## src/rtl/spi_slave_gen_if.sv

```systemverilog
// Bus bundle between the SPI slave front-end and the memory-side wrapper.
// The slave modport is the DUT view; master is the driver/memory view.
interface spi_slave_gen_if #(
  parameter int DATA_W = 8
) ();
  localparam int RX_W = DATA_W + 2;

  logic              SS_n;
  logic              MOSI;
  logic              MISO;
  logic [RX_W-1:0]   rx_data;
  logic              rx_valid;
  logic [DATA_W-1:0] tx_data;
  logic              tx_valid;
  logic              busy;
  logic              frame_err;

  modport slave (
    input  SS_n, MOSI, tx_data, tx_valid,
    output MISO, rx_data, rx_valid, busy, frame_err
  );

  modport master (
    output SS_n, MOSI, tx_data, tx_valid,
    input  MISO, rx_data, rx_valid, busy, frame_err
  );
endinterface

```

## src/rtl/spi_slave_gen.sv

```systemverilog
// SPI slave front-end clocked by SCK: deserialises rw + {cmd, payload},
// strobes the word to the memory side and streams read data back on MISO.
//
// state     | meaning
// ----------+-----------------------------------------------------------
// IDLE      | SS_n high, waiting for a frame
// CHK_CMD   | sampling the rw bit
// WRITE     | shifting in a write word
// READ_ADD  | shifting in a read-address word, sets rd_pend on completion
// READ_DATA | shifting in the read-data request word
// TX_WAIT   | waiting for tx_valid from the memory side
// TX        | shifting the latched read data out on MISO, MSB first
// DONE      | frame complete, extra bits ignored until SS_n rises
module spi_slave_gen #(
  parameter int DATA_W = 8,
  parameter int CNT_W  = 5
) (
  input  logic           clk,
  input  logic           rst_n,
  spi_slave_gen_if.slave bus
);
  localparam int RX_W = DATA_W + 2;

  typedef enum logic [2:0] {
    IDLE, CHK_CMD, WRITE, READ_ADD, READ_DATA, TX_WAIT, TX, DONE
  } state_e;

  state_e            state_q, state_d;
  logic [CNT_W-1:0]  cnt_q, cnt_d;
  logic [RX_W-2:0]   shift_q, shift_d;
  logic [RX_W-1:0]   rx_data_q, rx_data_d;
  logic [DATA_W-2:0] tx_shift_q, tx_shift_d;
  logic              rx_valid_q, rx_valid_d;
  logic              frame_err_q, frame_err_d;
  logic              miso_q, miso_d;
  logic              rd_pend_q, rd_pend_d;

  logic in_frame;
  logic abort;
  logic rx_phase;
  logic rx_last;
  logic tx_last;

  // SS_n rising anywhere before DONE truncates the frame, even on the last bit.
  assign in_frame = (state_q == CHK_CMD) || (state_q == WRITE) ||
                    (state_q == READ_ADD) || (state_q == READ_DATA) ||
                    (state_q == TX_WAIT) || (state_q == TX);
  assign abort    = in_frame && bus.SS_n;
  assign rx_phase = (state_q == WRITE) || (state_q == READ_ADD) ||
                    (state_q == READ_DATA);
  assign rx_last  = rx_phase && (cnt_q == CNT_W'(RX_W - 1));
  assign tx_last  = (state_q == TX) && (cnt_q == CNT_W'(DATA_W));

  always_ff @(posedge clk) begin
    if (!rst_n) begin
      state_q     <= IDLE;
      cnt_q       <= '0;
      shift_q     <= '0;
      rx_data_q   <= '0;
      tx_shift_q  <= '0;
      rx_valid_q  <= 1'b0;
      frame_err_q <= 1'b0;
      miso_q      <= 1'b0;
      rd_pend_q   <= 1'b0;
    end else begin
      state_q     <= state_d;
      cnt_q       <= cnt_d;
      shift_q     <= shift_d;
      rx_data_q   <= rx_data_d;
      tx_shift_q  <= tx_shift_d;
      rx_valid_q  <= rx_valid_d;
      frame_err_q <= frame_err_d;
      miso_q      <= miso_d;
      rd_pend_q   <= rd_pend_d;
    end
  end

  always_comb begin
    state_d = state_q;
    if (abort) begin
      state_d = IDLE;
    end else begin
      case (state_q)
        IDLE:      if (!bus.SS_n) state_d = CHK_CMD;
        CHK_CMD: begin
          if (!bus.MOSI)     state_d = WRITE;
          else if (rd_pend_q) state_d = READ_DATA;
          else               state_d = READ_ADD;
        end
        WRITE:     if (rx_last) state_d = DONE;
        READ_ADD:  if (rx_last) state_d = DONE;
        READ_DATA: if (rx_last) state_d = TX_WAIT;
        TX_WAIT:   if (bus.tx_valid) state_d = TX;
        TX:        if (tx_last) state_d = DONE;
        DONE:      if (bus.SS_n) state_d = IDLE;
        default:   state_d = IDLE;
      endcase
    end
  end

  always_comb begin
    cnt_d       = cnt_q;
    shift_d     = shift_q;
    rx_data_d   = rx_data_q;
    tx_shift_d  = tx_shift_q;
    rx_valid_d  = 1'b0;
    frame_err_d = 1'b0;
    miso_d      = 1'b0;
    rd_pend_d   = rd_pend_q;
    if (abort) begin
      // rd_pend is kept so an aborted read-data frame can be retried.
      frame_err_d = 1'b1;
      cnt_d       = '0;
    end else begin
      case (state_q)
        WRITE, READ_ADD, READ_DATA: begin
          shift_d = {shift_q[RX_W-3:0], bus.MOSI};
          cnt_d   = cnt_q + CNT_W'(1);
          if (rx_last) begin
            rx_data_d  = {shift_q, bus.MOSI};
            rx_valid_d = 1'b1;
            cnt_d      = '0;
            if (state_q == READ_ADD) rd_pend_d = 1'b1;
          end
        end
        TX_WAIT: begin
          if (bus.tx_valid) begin
            miso_d     = bus.tx_data[DATA_W-1];
            tx_shift_d = bus.tx_data[DATA_W-2:0];
            cnt_d      = CNT_W'(1);
          end
        end
        TX: begin
          // cnt_q counts bits already presented; bit 0 gets a full cycle.
          if (tx_last) begin
            rd_pend_d = 1'b0;
            cnt_d     = '0;
          end else begin
            miso_d     = tx_shift_q[DATA_W-2];
            tx_shift_d = tx_shift_q << 1;
            cnt_d      = cnt_q + CNT_W'(1);
          end
        end
        DONE:    if (bus.SS_n) cnt_d = '0;
        default: cnt_d = cnt_q;
      endcase
    end
  end

  always_comb begin
    bus.busy      = (state_q != IDLE);
    bus.MISO      = miso_q;
    bus.rx_data   = rx_data_q;
    bus.rx_valid  = rx_valid_q;
    bus.frame_err = frame_err_q;
  end
endmodule

```

## src/flat_wrapper.sv

```systemverilog
// flat-port wrapper written by rule: the top's interface ports become plain ports
module spi_slave_gen_flat 
#(
  parameter int DATA_W = 8,
  parameter int CNT_W  = 5
)
  (clk, rst_n, bus_SS_n, bus_MOSI, bus_tx_data, bus_tx_valid, bus_MISO, bus_rx_data, bus_rx_valid, bus_busy, bus_frame_err);
  spi_slave_gen_if #(.DATA_W(DATA_W)) bus_i ();
  input  logic clk;
  input  logic rst_n;
  input wire logic [$bits(bus_i.SS_n)-1:0] bus_SS_n;
  input wire logic [$bits(bus_i.MOSI)-1:0] bus_MOSI;
  input wire logic [$bits(bus_i.tx_data)-1:0] bus_tx_data;
  input wire logic [$bits(bus_i.tx_valid)-1:0] bus_tx_valid;
  output wire logic [$bits(bus_i.MISO)-1:0] bus_MISO;
  output wire logic [$bits(bus_i.rx_data)-1:0] bus_rx_data;
  output wire logic [$bits(bus_i.rx_valid)-1:0] bus_rx_valid;
  output wire logic [$bits(bus_i.busy)-1:0] bus_busy;
  output wire logic [$bits(bus_i.frame_err)-1:0] bus_frame_err;
  assign bus_i.SS_n = bus_SS_n;
  assign bus_i.MOSI = bus_MOSI;
  assign bus_i.tx_data = bus_tx_data;
  assign bus_i.tx_valid = bus_tx_valid;
  assign bus_MISO = bus_i.MISO;
  assign bus_rx_data = bus_i.rx_data;
  assign bus_rx_valid = bus_i.rx_valid;
  assign bus_busy = bus_i.busy;
  assign bus_frame_err = bus_i.frame_err;
  spi_slave_gen #(.DATA_W(DATA_W), .CNT_W(CNT_W)) u_core (.clk(clk), .rst_n(rst_n), .bus(bus_i));
endmodule
```

## config.mk

```make
export PLATFORM = sky130hd
export DESIGN_NAME = spi_slave_gen_flat
export DESIGN_NICKNAME = d
export VERILOG_FILES = /design/src/rtl/spi_slave_gen_if.sv /design/src/rtl/spi_slave_gen.sv /design/src/flat_wrapper.sv
export SDC_FILE = /design/constraint.sdc
export NUM_CORES = 1
export LEC_CHECK = 0
export CELL_PAD_IN_SITES_DETAIL_PLACEMENT = 0
export CELL_PAD_IN_SITES_GLOBAL_PLACEMENT = 1
export CORE_MARGIN = 2
export CORE_UTILIZATION = 42
export CTS_BUF_LIST = sky130_fd_sc_hd__clkbuf_8
export DETAILED_ROUTE_END_ITERATION = 8
export MAX_ROUTING_LAYER = met4
export PLACE_DENSITY = 0.84
export SYNTH_ARGS = -nofsm -noshare
export SYNTH_HDL_FRONTEND = slang
export SYNTH_SLANG_ARGS = --single-unit
```

## constraint.sdc

```tcl
create_clock -name clk -period 2 [get_ports clk]
set_input_delay 0.6 -clock clk [delete_from_list [all_inputs] [get_ports clk]]
set_output_delay 0.6 -clock clk [all_outputs]
set_load 0.01 [all_outputs]
```

== Yosys cells after proc, flatten, opt, wreduce, memory -nomap -nowiden ==
Index checks and enable logic that the tools add are counted.
Storage, ports and cells
  register bits: 38
  bits in latches: 0
  bits in writable memories: 0
  memory bits (read-only): 0
  bits of input ports: 13
  output and inout port bits: 14
  logic and storage cells: 82
  memories kept: 0
Operators by class
  add/subtract/negate cells: 1
  multiply operators: 0
  divide/modulo/power cells: 0
  order comparisons: 0
  equality and inequality tests: 18
  shift operators: 0
  mux-type cells: 26
  bitwise operators: 3
  reductions and logical operators: 25
Operators by type and width (count)
  $mux W3: 8
  $pmux W3 S7: 1
  $mux W5: 4
  $pmux W5 S4: 1
  $mux W7: 2
  $pmux W7 S2: 1
  $eq A3 B3 Y1 const B: 4
  $eq A5 B4 Y1 const B: 2
  $ne A2 B1 Y1 const B: 5
  $ne A2 B2 Y1 const B: 4
  $logic_or A1 B1 Y1: 7
  $mux W1: 7
  $eq A3 B2 Y1 const B: 2
  $reduce_and A3 Y1: 2
  $reduce_and A6 Y1: 1
  $reduce_or A3 Y1: 2
  $add A5 B1 Y5 const B: 1
  $reduce_and A5 Y1: 1
  $pmux W1 S2: 2
  $reduce_and A4 Y1: 1
  $reduce_bool A2 Y1: 2
  $reduce_bool A4 Y1: 1
  $reduce_or A2 Y1: 2
  $eq A3 B1 Y1 const B: 1
  5 further kinds: 9

== Logic depth before layout (Yosys ltp) ==
  word-level depth: 9
  depth in mapped cells: 7
  gate-level depth less buffers: 6

== Least setup slack after synthesis ==
No wires, ideal clock.
  path kind: input port to flip-flop
  start: in bus_SS_n
  end: reg u_core.cnt_q[3]
  setup time: 71 ps
  arrival time: 1635 ps
  data required time: 1929 ps
  slack: 294 ps
  cell stages on the path: 4
  path buffers: 0
  path through: and4b_4 -> or3_4 -> or3_1 -> a21oi_1
On the way
  longest elaborated chain between the ends: 2
  elaborated cells between the ends (all ways): 4
  classes of those cells: eq/ne (1); reduce/logical (3)
Ends and longest elaborated chain
  start: declaration: line flat_wrapper.sv:11  | input wire logic [$bits(bus_i.SS_n)-1:0] bus_SS_n;
  $ne A2 B2 Y1 (no line) or $logic_and A1 B1 Y1 (tied branches)
  $reduce_and A3 Y1 (no line) or $reduce_or A2 Y1 (tied branches)
  end signal: assignment: line spi_slave_gen.sv:67  | cnt_q <= cnt_d;
  end: declaration: line spi_slave_gen.sv:29  | logic [CNT_W-1:0] cnt_q, cnt_d;
Parallel ways exist; a longest one is shown, timed or not.
A chain may end at the register's enable or synchronous reset.

== Worst setup path after layout ==
Ends and elaborated chain as after synthesis.

==> flow_metrics.tcl <==
set metrics [dict create \
    outcome "finished clean" \
    synth-seq-area-share_pct 42.3 \
    layout-drive-gt1-share_pct 14.2 \
    yosysWarnings 0 \
    synth_top_cell_by_area "dfxtp_1" \
    power.total_w 0.00178 \
    grt_pass1_wl_um 6610 \
    setup_ws_ns 0.0671 \
    place_congestion 0.767 \
    path_class "input port to flip-flop" \
    cts_root_buf "clkbuf_8" \
    hold_buffers 0 \
    cp_data_required_time_ns 2.23 \
    start_kind "input port" \
    wl_per_cell_um 12.9 \
    rsz0062_at_grt "no" \
    setup_violations 0 \
    multiInputGateArea_um2 938 \
    max-vdd-ir-drop_v 0.000586 \
    viasPerCell 5.24 \
    synth_seq_cells 38 \
    dieArea_um2 4820 \
    synth_fp_nets 217 \
    ys.flop_type "dfxtp_1" \
    die_w_um 69.5 \
    cap_violations 0 \
    die_y_um 69.5 \
    fmax_ghz 0.517 \
    slew_headroom_pct 71.7 \
    hpwl_um 2680 \
    io_buffers 26 \
    leakage_nw 0.871 \
    yosys-top-cells-area "dfxtp_1 42%, mux2i_1 8.9%, nor2_1 5.0%, nand3_1 4.5%, a211oi_1 3.8%" \
    areaGrowthSynthToFinish_pct 30.3 \
    tightestPinTransition_ns 0.418 \
    initial_core_util_pct 44.3 \
    wl_um 3750 \
    grt_pass1_vias 1388 \
    layout_commonest_cell "dfxtp_1" \
    cts_resized 1 \
    first_pass_iters 4 \
    min_period_over_period_pct 96.6 \
    drt_iter0_drc 65 \
    synth_edf_count 0 \
    antenna_cells 0 \
    final.min_clock_period_ns 1.93 \
    stdcell_area_um2 2340 \
    p_per_area_nw_per_um2 758 \
    clkSinkCount 38 \
    hold_class "flip-flop to flip-flop" \
    grt-ovfl-total 0 \
    critical_path_arrival_ns 2.16 \
    cts-buffers-inserted 5 \
    netlist_instances 201 \
    register_area_um2 761 \
    worstSetupEndpointType "flip-flop" \
    grt_max_degree 22 \
    fin_nets 255 \
    final_cell_mix "38 x dfxtp_1, 25 x clkdlybuf4s50_1, 24 x nor2_1" \
    vias 1519 \
    syn_area_um2 1800 \
    final_util_pct 57.8 \
    cts_tree "yes" \
    coreArea_um2 4060 \
    final_hold_viol_count 0 \
    num-fill-cells 378 \
    clk_pin_slew_ns 0.08 \
    crit_path_max_fanout 3 \
    clock_latency_ns 0.29 \
    netlist-cell-type-count 43 \
    synth_top_area_share_pct 42.3 \
    avgSynthCellArea_um2 8.95 \
    cts_buffer_depth 2 \
    ant_nets 0 \
    maxSlewViolCount 0 \
    antenna_found_initial 0 \
    postSynth.asyncResetShare_pct 0 \
    rows 23 \
    track_usage_pct 17.3 \
    post_cts_buffers 0 \
    finClkSkew_ns 0.00738 \
    pre_cts_ws_ns -0.227 \
    drc 0 \
    place_area_um2 2200 \
    htreeDepth 2 \
    hold_slack_ns 0.457 \
    ioPinCount 27 \
]
==> per-stage QoR <==
step                setup TNS, ns  std cells
floorplan                       0        201
global placement           -0.805        282
detailed placement          -1.24        282
CTS                             0        290
global route                    0        290
finish                          0        290
==> worst max-delay path, stage by stage <==
cell and delay (ns):
clkdlybuf4s50_1 0.48, and4b_4 0.21, or3_4 0.39, or3_1 0.34
a21oi_1 0.13
==> report_power, final <==
group | leakage [nW] | total [W] | switching, W | internal [W]
registers | 0.307 | 0.000771 | 0.00000463 | 0.000766
logic | 0.493 | 0.000202 | 0.000105 | 0.0000971
clock network | 0.0714 | 0.000805 | 0.000273 | 0.000532
==> registers in the layout, indices dropped and copies added (netlist names) <==
signal,flops
u_core.bus.MISO,1
u_core.bus.frame_err,1
u_core.bus.rx_data,10
u_core.bus.rx_valid,1
u_core.cnt_q,5
u_core.rd_pend_q,1
u_core.shift_q,9
u_core.state_q,3
u_core.tx_shift_q,7
==> routing by layer <==
layer  vias to the layer above  part of all wire, %  GRT usage, %
li1                        794                    -             -
met1                       697                   52          24.1
met2                        23                   44          24.7
met3                         5                  3.3          5.23
met4                         0                 0.56          3.92
met5                         -                    0             -
==> cell families (layout without fill, tap and decap cells) <==
group / after synthesis / after routing / synth area share, %
AOI/OAI and AO/OA: 38 / 38 / 14.9
xor gates and xnor gates: 3 / 3 / 1.46
adders and majority gates: 3 / 3 / 2.09
buffers and inverters: 19 / 58 / 5.84
DFF: 38 / 38 / 42.3
muxes: 16 / 16 / 8.90
and+or+nand+nor: 84 / 84 / 24.5
==> Yosys cell counts, types with 2 or more instances <==
cell and number:
a211oi_1 9, a21oi_1 4, a31oi_1 3, buf_2 2
buf_4 4, buf_6 2, clkbuf_1 7, dfxtp_1 38
ha_1 3, inv_1 3, mux2i_1 16, nand2_1 17
nand2b_1 4, nand3_1 16, nand3b_1 3, nand4bb_1 2
nor2_1 24, nor3_1 4, nor3b_1 2, o21ai_0 13
or3_1 2, xnor2_1 2
==> path summary, 6_finish.rpt <==
check	startpoint	end	slack, ns	cells after the start
min	u_core.bus.rx_data[9]	u_core.bus.rx_data[9]	0.46	2
max reg2reg	u_core.state_q[2]	u_core.shift_q[1]	0.26	6
max	bus_SS_n	u_core.cnt_q[3]	0.07	5
min reg2reg	u_core.bus.rx_data[9]	u_core.bus.rx_data[9]	0.46	2
==> area by class of cell <==
class                      count  area share, %
clock inverter                 2           2.56
timing repair buffer          47           18.3
clock buffer                   6           3.52
sequential                    38           32.4
multi-input combinational    144           40.0
tap                           50           2.67
inverter                       3          0.480
No activity file was read; power rests on OpenSTA's default activity.
